**src/rtl/rvv_xrf_wb_pkg.sv**
```systemverilog
// Shared types for the scalar-regfile writeback serializer.
// One buffered entry is a destination register index plus its data.
package rvv_xrf_wb_pkg;

  localparam int XRF_ADDR_W = 5;
  localparam int XRF_DATA_W = 32;

  typedef struct packed {
    logic [XRF_ADDR_W-1:0] addr;
    logic [XRF_DATA_W-1:0] data;
  } xrf_wb_t;

  localparam int XRF_WB_W = $bits(xrf_wb_t);

endpackage

```
**src/rtl/rvv_mpush_fifo.sv**
```systemverilog
// Circular FIFO that accepts up to NUM_PORTS compacted entries per cycle
// and releases one entry per cycle from a fall-through head.
module rvv_mpush_fifo #(
  parameter int  DEPTH     = 8,
  parameter int  NUM_PORTS = 4,
  parameter type T         = logic,
  localparam int PTR_W     = $clog2(DEPTH),
  localparam int CNT_W     = PTR_W + 1,
  localparam int PN_W      = $clog2(NUM_PORTS + 1)
) (
  input  logic                      clk,
  input  logic                      rstn,
  input  T     [NUM_PORTS-1:0]      push_data,
  input  logic [PN_W-1:0]           push_n,
  input  logic                      pop,
  output T                          head,
  output logic [CNT_W-1:0]          count
);

  T                 mem_q [DEPTH];
  logic [PTR_W-1:0] wr_ptr_q, wr_ptr_d;
  logic [PTR_W-1:0] rd_ptr_q, rd_ptr_d;
  logic [CNT_W-1:0] count_q, count_d;
  logic [PTR_W-1:0] slot [NUM_PORTS];

  // Slot indices wrap naturally, so a multi-entry push may straddle the end.
  always_comb begin
    for (int i = 0; i < NUM_PORTS; i++) begin
      slot[i] = wr_ptr_q + PTR_W'(i);
    end
    wr_ptr_d = wr_ptr_q + PTR_W'(push_n);
    rd_ptr_d = rd_ptr_q + PTR_W'(pop);
    count_d  = count_q + CNT_W'(push_n) - CNT_W'(pop);
  end

  always_ff @(posedge clk) begin
    if (!rstn) begin
      wr_ptr_q <= '0;
      rd_ptr_q <= '0;
      count_q  <= '0;
    end else begin
      wr_ptr_q <= wr_ptr_d;
      rd_ptr_q <= rd_ptr_d;
      count_q  <= count_d;
    end
  end

  // Storage carries no reset; occupancy alone decides what is meaningful.
  always_ff @(posedge clk) begin
    for (int i = 0; i < NUM_PORTS; i++) begin
      if (PN_W'(i) < push_n) begin
        mem_q[slot[i]] <= push_data[i];
      end
    end
  end

  assign head  = mem_q[rd_ptr_q];
  assign count = count_q;

endmodule

```
**src/rtl/rvv_xrf_wb_serializer.sv**
```systemverilog
// Collects in-order retire writebacks from several lanes per cycle and
// drains them one per cycle onto the single scalar-regfile write port.
module rvv_xrf_wb_serializer
  import rvv_xrf_wb_pkg::*;
#(
  parameter int  NUM_PORTS = 4,
  parameter int  DEPTH     = 8,
  parameter int  ADDR_W    = XRF_ADDR_W,
  parameter int  DATA_W    = XRF_DATA_W,
  localparam int CNT_W     = $clog2(DEPTH) + 1
) (
  input  logic                        clk,
  input  logic                        rstn,
  input  logic [NUM_PORTS-1:0]        in_valid,
  input  logic [NUM_PORTS*ADDR_W-1:0] in_addr,
  input  logic [NUM_PORTS*DATA_W-1:0] in_data,
  output logic [NUM_PORTS-1:0]        in_ready,
  output logic                        out_valid,
  output logic [ADDR_W-1:0]           out_addr,
  output logic [DATA_W-1:0]           out_data,
  input  logic                        out_ready,
  output logic [CNT_W-1:0]            count,
  output logic                        idle
);

  localparam int PN_W = $clog2(NUM_PORTS + 1);
  localparam logic [NUM_PORTS-1:0] LANE_ONE = {{(NUM_PORTS-1){1'b0}}, 1'b1};

  xrf_wb_t [NUM_PORTS-1:0] push_vec;
  logic [PN_W-1:0]         push_n;
  logic                    pop;
  xrf_wb_t                 head;
  logic [CNT_W-1:0]        free;

  // Readiness looks only at registered occupancy, keeping out_ready off this path.
  always_comb begin
    free = CNT_W'(DEPTH) - count;
    for (int i = 0; i < NUM_PORTS; i++) begin
      in_ready[i] = rstn && (free > CNT_W'(i));
    end
  end

  // Accepted lanes writing x0 are consumed but leave a gap that is squeezed out.
  always_comb begin
    int rank;
    push_vec = '0;
    rank     = 0;
    for (int i = 0; i < NUM_PORTS; i++) begin
      if (in_valid[i] && in_ready[i] && (in_addr[i*ADDR_W +: ADDR_W] != '0)) begin
        for (int j = 0; j < NUM_PORTS; j++) begin
          if (j == rank) begin
            push_vec[j].addr = in_addr[i*ADDR_W +: ADDR_W];
            push_vec[j].data = in_data[i*DATA_W +: DATA_W];
          end
        end
        rank++;
      end
    end
    push_n = PN_W'(rank);
  end

  rvv_mpush_fifo #(
    .DEPTH     (DEPTH),
    .NUM_PORTS (NUM_PORTS),
    .T         (xrf_wb_t)
  ) u_fifo (
    .clk       (clk),
    .rstn      (rstn),
    .push_data (push_vec),
    .push_n    (push_n),
    .pop       (pop),
    .head      (head),
    .count     (count)
  );

  always_comb begin
    out_valid = rstn && (count != '0);
    out_addr  = '0;
    out_data  = '0;
    if (out_valid) begin
      out_addr = head.addr;
      out_data = head.data;
    end
  end

  assign pop  = out_valid && out_ready;
  assign idle = (count == '0) && (in_valid == '0);

  a_count_bound: assert property (@(posedge clk) disable iff (!rstn)
    count <= CNT_W'(DEPTH));

  a_valid_prefix: assert property (@(posedge clk) disable iff (!rstn)
    (in_valid & (in_valid + LANE_ONE)) == '0);

endmodule

```
**config.mk**
```make
export PLATFORM = sky130hd
export DESIGN_NAME = rvv_xrf_wb_serializer
export DESIGN_NICKNAME = d
export VERILOG_FILES = /design/src/rtl/rvv_xrf_wb_pkg.sv /design/src/rtl/rvv_mpush_fifo.sv /design/src/rtl/rvv_xrf_wb_serializer.sv
export SDC_FILE = /design/constraint.sdc
export NUM_CORES = 1
export LEC_CHECK = 0
export CAP_MARGIN = 40
export CELL_PAD_IN_SITES_DETAIL_PLACEMENT = 1
export CELL_PAD_IN_SITES_GLOBAL_PLACEMENT = 1
export CORE_UTILIZATION = 42
export DETAILED_ROUTE_END_ITERATION = 10
export PLACE_DENSITY_LB_ADDON = 0.1
export SYNTH_ARGS = -nofsm -noshare
export SYNTH_HDL_FRONTEND = slang
export SYNTH_SLANG_ARGS = --single-unit
```
**constraint.sdc**
```tcl
create_clock -name clk -period 8.8 [get_ports clk]
set_input_delay 0.88 -clock clk [delete_from_list [all_inputs] [get_ports clk]]
set_output_delay 0.88 -clock clk [all_outputs]
set_load 0.005 [all_outputs]
```
======== Word-level counts from Yosys, hierarchy flattened ========
Memory sizes are Yosys's and may differ from the RTL's. A register that Yosys moved wholly into a read port is not among the register bits.
Cells that the tools add are included.
word-level totals
  flip-flop bits (word level) ............. 10
  bits in writable memories ............... 296
  bits of input ports ..................... 155
  output and inout port bits .............. 47
  word-level logic and storage cells ...... 88
  memories kept ........................... 1
operators by class
  add/subtract/negate cells ............... 11
  magnitude comparators ................... 8
  equality and inequality tests ........... 9
  muxes and demuxes ....................... 31
  reductions and logical operators ........ 25
memory list
  name          words  width  read ports  clocked after memory_dff  wr ports  RTL line              RTL
  u_fifo.mem_q  8      37     1           1                         4         rvv_mpush_fifo.sv:20  T mem_q [DEPTH];
operators with widths
  kind                   number
  $mux 37                13
  $mux 148               3
  $eq 3x32->1 const A    6
  $eq 2x32->1 const A    3
  $logic_not 32->1       3
  $mux 32                3
  $add 32x2->32 const B  2
  $reduce_bool 5->1      4
  $logic_and 1x1->1      15
  $add 3x2->3 const B    3
  $mux 1                 9
  $gt 4x1->1 const B     2
  $gt 4x2->1 const B     2
  $logic_not 4->1        2
  $lt 1x3->1 const A     2
  $lt 2x3->1 const A     2
  $mux 3                 2
  $mux 5                 1
  $add 4x3->4            1
  $reduce_bool 4->1      1
  $sub 4x1->4            1
  $sub 4x4->4 const A    1
  $add 3x1->3            1
  $add 3x1->3 const B    1
  $add 3x3->3            1

======== Longest topological paths before layout ========
Gate-level depths: netlist of the first run.
  word-level depth ........................ 15
  gate-level depth with buffers ........... 27
  depth with buffers taken out ............ 22

======== Cells and area by module ========
From an unflattened synthesis of the first run, not the netlist that was laid out.
unflattened totals
  cells, all modules ...................... 2527
  area total of the unflattened synthesis .. 23881.7 um^2
by module, submodules not included
  module                 instances  cells an instance  area each (um^2)  seq. area each (um^2)
  rvv_mpush_fifo         1          2012               19422.4           9088.7
  rvv_xrf_wb_serializer  1          515                4459.3            0.0

======== Worst setup path after synthesis of the first run ========
OpenSTA, ideal clock, no wires.
  kind .................................... input -> register
  start point ............................. input in_addr[2]
  end point ............................... memory u_fifo.mem_q[4][0] (netlist bit), enable pin
  setup time .............................. 560 ps
  data arrival time ....................... 8777 ps
  required time ........................... 8240 ps
  slack ................................... -538 ps
  cell stages on the path ................. 20
  path buffers ............................ 6
  cell sequence ........................... or4_1 > o21a_1 > and2_1 > buf_2 > buf_4 > inv_1 > ha_1 > clkbuf_1 > and3_1 > o21ai_2 > nor2_1 > buf_2 > buf_1 > inv_1 > ha_1 > a31oi_1 > o211ai_1 > and3_1 > clkbuf_1 > o311ai_0
RTL lines
  item         RTL line                     RTL
  from (decl)  rvv_xrf_wb_serializer.sv:15  input logic [NUM_PORTS*ADDR_W-1:0] in_addr,
  to (decl)    rvv_mpush_fifo.sv:20

==> reports/results.txt, run 1 <==
Routed wl met3 -> 9350 um
Reg clk slew, reported paths -> 60 ps
Root buffer cell -> clkbuf_16
Hold slack -> 779 ps
Num CTS Buffers -> 38
Design area -> 0.0272 mm2
Total GRT Usage -> 37.3%
Setup repair after global routing missed its margin -> false
Register bit total from synthesis -> 306
Register share of total power -> 30.3%
Clock Power Share -> 20.1%
CP max FO -> 27
Layout cells sized above 1 -> 13.1%
Area share of xor/xnor cells in the synthesized design -> 0.416%
First-pass GRT wire length -> 158000 um
Netlist cell types -> 64
Core Area -> 0.0541 mm2
Clock tree from TritonCTS -> done
Cell area power density -> 290 mW/mm2
WL/cell -> 33.8 um
Status -> completed
Die width -> 237 um
Skew-Pair Late Insertion Delay -> 580 ps
Grt total ovfl -> 0
Synth Flop Type -> edfxtp_1
Internal Pwr Total -> 4.77 mW
Final period util -> 72.7%
Largest net degree at the start of global routing -> 76
Clk sinks -> 306
Max Used Layer -> met4
Syn_nets -> 2539
Synthesis warning total -> 0
Tmin final -> 6400 ps
Worst Path Required -> 9030 ps
CTS-repair resized insts -> 0
Syn avg cell area -> 9.80 um2
Cells after synthesis -> 2362
Drt total wl -> 106000 um
Hpwl dp -> 66000 um
Metal2 WL -> 49800 um
Commonest non-fill, non-tap cell in the layout -> nand2_1
Worst setup path category -> input port to flip-flop
Die Y -> 237 um
Met1 wire length -> 42100 um
Worst Skew -> 20.8 ps
Number of global-route vias before repair -> 24700
Slew HR -> 37.5%
Synth Area in Adders -> 1.25%
Multiplexer share of the synthesized area -> 8.90%
Placement Cell Area -> 0.0259 mm2
Post-CTS Hold Fix Bufs -> 0
Number of synthesized flops with an enable pin -> 296
First-pass DRT Iterations -> 6
Maximum capacitance violations -> 0
IO Count -> 202
Post-route ant nets -> 0
Fmax -> 156 MHz
Share of the yosys chip area belonging to registers -> 39.3%
Drt drc -> 0
Simple-gate share of the synthesized area -> 12.8%
Sw Pwr -> 3.12 mW
Largest family of logic cells by synthesized area -> compound AO/OA/AOI/OAI gates
Drt initial violations -> 2904
Post-synth ARST share -> 0%
Worst Path Arrival -> 6620 ps
IO Port Bufs -> 201
H-tree Lvls -> 2
N_diodes -> 0
Rows -> 85
Post-CTS Setup Repair Bufs -> 0
Endpoint class of the critical path -> flip-flop
Initial Util -> 42.7%
Leak pwr -> 10.0 nW
Final hold vios -> 0
Hold Crit Class -> flip-flop to flip-flop
Max Root-Sink Buffers -> 3
Mapped cell area -> 0.0231 mm2
Initial antenna violation count -> 1
Max Slew Vio Count -> 0
Area of the die -> 0.0560 mm2
Net Sw Frac -> 39.5%
Most frequent cells in the layout -> 387 x nand2_1, 296 x edfxtp_1, 201 x clkdlybuf4s50_1
Nets -> 2593
GPL Wtd Cong -> 0.878
Logic pwr share -> 49.5%
Maximum vdd ir drop -> 129 uV
Worst-margin pin slew -> 938 ps
Vias/cell -> 7.62
Startpoint Class -> input port
Compound-cell area share of the yosys netlist -> 31.7%
# setup viols final -> 0
DR vias -> 23900
P&R area growth vs syn -> 17.4%
final timing paths:
check	start	end	slack, ps	depth (start not counted)
max	rstn	u_fifo.mem_q[2][27]$_DFFE_PP_	2400	17
min	u_fifo.rd_ptr_q[2]$_SDFF_PN0_	u_fifo.rd_ptr_q[2]$_SDFF_PN0_	780	2
max reg2reg	u_fifo.count[1]$_SDFF_PN0_	u_fifo.mem_q[2][27]$_DFFE_PP_	2720	18
min reg2reg	u_fifo.rd_ptr_q[2]$_SDFF_PN0_	u_fifo.rd_ptr_q[2]$_SDFF_PN0_	780	2
area by class of cell:
type | count | area (um2)
flip-flops and latches | 306 | 9100
clock buffers | 42 | 966
well taps | 696 | 871
inverters | 25 | 93.8
fillers | 5870 | 27000
multi-input cells | 1761 | 13000
repair buffers | 284 | 2890
clock inverters | 27 | 245
cell families (layout without fill, tap and decap cells):
| group | after synthesis | in the layout |
|---|---|---|
| fa+ha+maj | 22 | 22 |
| buf+inv | 295 | 378 |
| compound gates | 907 | 907 |
| simple gates | 708 | 708 |
| xor+xnor | 11 | 11 |
| mux | 113 | 113 |
| flops | 306 | 306 |
power groups by stage:
stage / clock (mW) / combinational [mW] / sequential [mW]
after floorplan: 0 / 2.48 / 2.39
after global placement: 0 / 3.57 / 2.43
final: 1.59 / 3.90 / 2.39
after global routing: 1.63 / 4.19 / 2.42
after detailed placement: 0 / 3.81 / 2.42
after CTS: 1.58 / 3.84 / 2.39
cell usage after synthesis (4+ instances only):
cell / n / area (um2)
buf_6: 16 / 180
a221o_1: 38 / 380
inv_1: 25 / 93.8
nor3_1: 5 / 25.0
o221ai_1: 152 / 1330
a221o_2: 27 / 304
a22oi_1: 49 / 368
buf_2: 60 / 300
and3_1: 42 / 263
nor2_1: 200 / 751
nand2_1: 388 / 1460
clkbuf_1: 153 / 574
o311ai_0: 6 / 52.6
a31oi_1: 5 / 31.3
and2_1: 18 / 113
a22oi_2: 25 / 313
o21a_1: 39 / 293
o22a_1: 36 / 315
nand4_1: 7 / 43.8
nand2b_1: 7 / 43.8
mux4_2: 74 / 1670
a221oi_1: 144 / 1260
o211ai_1: 9 / 67.6
a21boi_2: 4 / 45.0
o21ai_1: 33 / 165
o2111ai_1: 155 / 1360
a211o_1: 5 / 43.8
buf_1: 40 / 150
nand3_1: 20 / 100
mux2i_1: 37 / 370
or4_1: 4 / 30.0
o21ai_0: 160 / 801
xnor2_1: 10 / 87.6
ha_1: 20 / 250
edfxtp_1: 296 / 8890
dfxtp_1: 10 / 200
state kept, by name (all words and copies together), names as in the netlist:
signal,flops
u_fifo.count,4
u_fifo.rd_ptr_q,3
u_fifo.mem_q,296
u_fifo.wr_ptr_q,3
critical path: stages:
cell and delay (ps):
clkdlybuf4s50_1 740, inv_1 260, a31oi_1 570, and2_2 300, ha_1 190, inv_1 120
a31oi_4 390, o21bai_1 260, ha_1 220, ha_1 240, inv_1 80, nand2_1 80
nand2_1 460, nand3_2 790, and2_1 470, o311ai_2 90, buf_4 450
per-layer routing:
metal	global-route usage (%)	vias up
li1	-	9759
met3	6.31	372
met1	48.6	12300
met5	0	-
met2	60.3	1487
met4	18.3	0
through the flow:
stage / total power [mW] / util, % / worst slack [ps] / cells / TNS (ps)
global route: 8.25 / 50.2 / 2110 / 3141 / 0
CTS: 7.81 / 50.2 / 2560 / 3141 / 0
detailed placement: 6.22 / 47.9 / 1990 / 3072 / 0
global placement: 6.00 / 47.2 / 2040 / 3057 / 0
finish: 7.88 / 50.2 / 2400 / 3141 / 0
floorplan: 4.87 / - / -538 / 2362 / -119340
Note: power is estimated with default switching activity, not from simulation.
==> run 2: changes to the inputs <==
--- a/config.mk
+++ b/config.mk
@@ -8,7 +8,7 @@
 export CAP_MARGIN = 40
 export CELL_PAD_IN_SITES_DETAIL_PLACEMENT = 1
 export CELL_PAD_IN_SITES_GLOBAL_PLACEMENT = 1
-export CORE_UTILIZATION = 42
+export CORE_UTILIZATION = 45
 export DETAILED_ROUTE_END_ITERATION = 10
 export PLACE_DENSITY_LB_ADDON = 0.1
 export SYNTH_ARGS = -nofsm -noshare
==> constraint.sdc (replaced) <==
create_clock -name clk -period 6.41 [get_ports clk]
set_input_delay 0.641 -clock clk [delete_from_list [all_inputs] [get_ports clk]]
set_output_delay 0.641 -clock clk [all_outputs]
set_load 0.005 [all_outputs]
==> reports/results.txt, run 2 (synthesized netlist as in run 1, its figures left out) <==
IO Port Bufs -> 201 (unchanged)
Met1 GRT Util -> 51.3% (+2.8 points)
Initial Util -> 45.8% (+3.1 points)
Critical Path Source -> u_fifo.count[0]$_SDFF_PN0_
Status -> completed
N_diodes -> 0 (unchanged)
Initial antenna violation count -> 0 (-1)
Setup crit end -> u_fifo.mem_q[1][21]$_DFFE_PP_
Gr busiest metal -> met2
Drt initial violations -> 3346 (+15%)
DR vias -> 24200 (+1.4%)
Final worst setup slack -> 902 ps (-1500 ps)
Drt total wl -> 110000 um (+3.2%)
Reg clk slew, reported paths -> 60 ps (about the same)
Grt met3 use -> 9.67% (+3.4 points)
Max FFs per register -> 296 (unchanged)
Commonest non-fill, non-tap cell in the layout -> nand2_1
Most frequent cells in the layout -> 387 x nand2_1, 296 x edfxtp_1, 201 x clkdlybuf4s50_1
Tot Pwr -> 10.9 mW (+38%)
Area of the die -> 0.0523 mm2 (-6.6%)
Vias/cell -> 7.77 (+2.0%)
Setup repair after global routing missed its margin -> false
Tmin final -> 5510 ps
Die width -> 229 um (-3.4%)
R2r startpoint -> u_fifo.count[0]$_SDFF_PN0_
First-pass DRT Iterations -> 5 (-1)
Maximum vdd ir drop -> 258 uV (+99%)
Worst setup path category -> flip-flop to flip-flop
Total GRT Usage -> 41.0% (+3.7 points)
Skew-Pair Late Insertion Delay -> 580 ps (about the same)
First-pass GRT wire length -> 161000 um (+1.8%)
Drt drc -> 0 (unchanged)
Root buffer cell -> clkbuf_16
DP Worst Slack -> 494 ps (-1500 ps)
H-tree Lvls -> 2 (unchanged)
Post-CTS Hold Fix Bufs -> 0 (unchanged)
Hold slack -> 756 ps (-22.9 ps)
Design area -> 0.0272 mm2 (+0.32%)
Rows -> 82 (-3.5%)
Worst Path Required -> 6660 ps (-2370 ps)
Maximum capacitance violations -> 0 (unchanged)
RR Endpoint -> u_fifo.mem_q[1][21]$_DFFE_PP_
Startpoint Class -> flip-flop
Final period util -> 85.9%
Worst Skew -> 30.7 ps (+9.88 ps)
M2 GR Usage -> 65.1% (+4.8 points)
Hold Crit Class -> flip-flop to flip-flop
Core Area -> 0.0505 mm2 (-6.8%)
Hpwl dp -> 64400 um (-2.3%)
Worst-margin pin slew -> 1020 ps (+82.3 ps)
P&R area growth vs syn -> 17.7%
Final hold vios -> 0 (unchanged)
Nets -> 2601 (+0.31%)
CTS-repair resized insts -> 0 (unchanged)
Final core utilization -> 54.0% (+3.8 points)
Max Root-Sink Buffers -> 3 (unchanged)
Reg2Reg Setup Slack -> 900 ps (-1820 ps)
Setup TNS -> 0 ps (unchanged)
Placed Instances -> 3056 (-0.52%)
Non-filler instance count after layout -> 3122 (-0.60%)
Layout cells sized above 1 -> 13.2% (+0.096 points)
Clock tree from TritonCTS -> done
Max Slew Vio Count -> 0 (unchanged)
Post-route ant nets -> 0 (unchanged)
Grt total ovfl -> 0 (unchanged)
Clk sinks -> 306 (unchanged)
Endpoint class of the critical path -> flip-flop
Largest net degree at the start of global routing -> 76 (unchanged)
WL/cell -> 35.1 um (+3.8%)
Number of global-route vias before repair -> 24800 (+0.72%)
IO Count -> 202 (unchanged)
Post-CTS Setup Repair Bufs -> 0 (unchanged)
# setup viols final -> 0 (unchanged)
GPL Wtd Cong -> 0.912 (+3.9%)
Worst Path Arrival -> 5760 ps (-860 ps)
R2r worst-path depth -> 21 (+3)
Num CTS Buffers -> 37 (-2.6%)
Slew HR -> 32.0% (-5.5 points)
CP max FO -> 16 (-41%)
Die Y -> 229 um (-3.4%)
Placement Cell Area -> 0.0261 mm2 (+0.45%)
Leak pwr -> 10.1 nW (+0.79%)
Cell area power density -> 400 mW/mm2 (+38%)
Fmax -> 182 MHz
-- run 2: changes by cell type in the layout (fill, tap and decap cells not counted), moves of 2 or more --
| cell | previous run | this run |
|---|---|---|
| clkinv_1 | 10 | 8 |
| buf_12 | 1 | 14 |
| buf_4 | 69 | 71 |
| o311ai_4 | 0 | 6 |
| buf_16 | 12 | 6 |
| clkbuf_1 | 4 | 7 |
| o311ai_2 | 6 | 0 |
| clkinvlp_4 | 0 | 3 |
| clkinv_2 | 9 | 4 |
-- run 2: where the power goes --
group          switching (mW)  leakage [nW]  internal (mW)
Sequential              0.191          2.83           3.11
Combinational            3.25          6.69           2.20
Clock                   0.901         0.564           1.23
Total                    4.35          10.1           6.54
-- run 2: cell type report --
| type | instances | area, um2 |
|---|---|---|
| Fill cell | 5514 | 23200 |
| Multi-Input combinational cell | 1761 | 13000 |
| Clock buffer | 46 | 1000 |
| Sequential cell | 306 | 9100 |
| Inverter | 25 | 93.8 |
| Timing Repair Buffer | 293 | 3000 |
| Tap cell | 672 | 841 |
| Clock inverter | 19 | 171 |
-- run 2: worst min-delay path by stage --
| stage | start | to | slack (ps) | cells after the start |
|---|---|---|---|---|
| 2_1_floorplan | u_fifo.rd_ptr_q[1]$_SDFF_PN0_ | u_fifo.rd_ptr_q[1]$_SDFF_PN0_ | 580 | 2 |
| 6_report | u_fifo.rd_ptr_q[0]$_SDFF_PN0_ | u_fifo.rd_ptr_q[0]$_SDFF_PN0_ | 760 | 2 |
| 3_3_place_gp | u_fifo.rd_ptr_q[2]$_SDFF_PN0_ | u_fifo.rd_ptr_q[2]$_SDFF_PN0_ | 800 | 2 |
| 3_5_place_dp | u_fifo.rd_ptr_q[0]$_SDFF_PN0_ | u_fifo.rd_ptr_q[0]$_SDFF_PN0_ | 730 | 2 |
| 4_1_cts | u_fifo.rd_ptr_q[0]$_SDFF_PN0_ | u_fifo.rd_ptr_q[0]$_SDFF_PN0_ | 760 | 2 |
| 5_1_grt | u_fifo.rd_ptr_q[0]$_SDFF_PN0_ | u_fifo.rd_ptr_q[0]$_SDFF_PN0_ | 780 | 2 |
-- run 2: layer usage --
metal / vias up / share of wire (%)
met5: - / 0
met3: 434 / 12
met4: 0 / 5.6
met1: 12100 / 37
met2: 1907 / 46
li1: 9797 / -
-- run 2: worst max-delay path: stages (launching register included) --
cell     delay (ps)
dfxtp_1         430
inv_1           120
ha_1            260
nor2b_1         190
a31oi_1         170
buf_4           180
and2_2          180
inv_1            50
ha_1            370
o31ai_1         130
o21a_1          280
inv_1           100
ha_1            200
ha_1            310
inv_1            80
nand2_1          90
nand2_1         380
inv_1           120
and3_1          210
buf_4           220
o21ai_4         730
buf_4           360
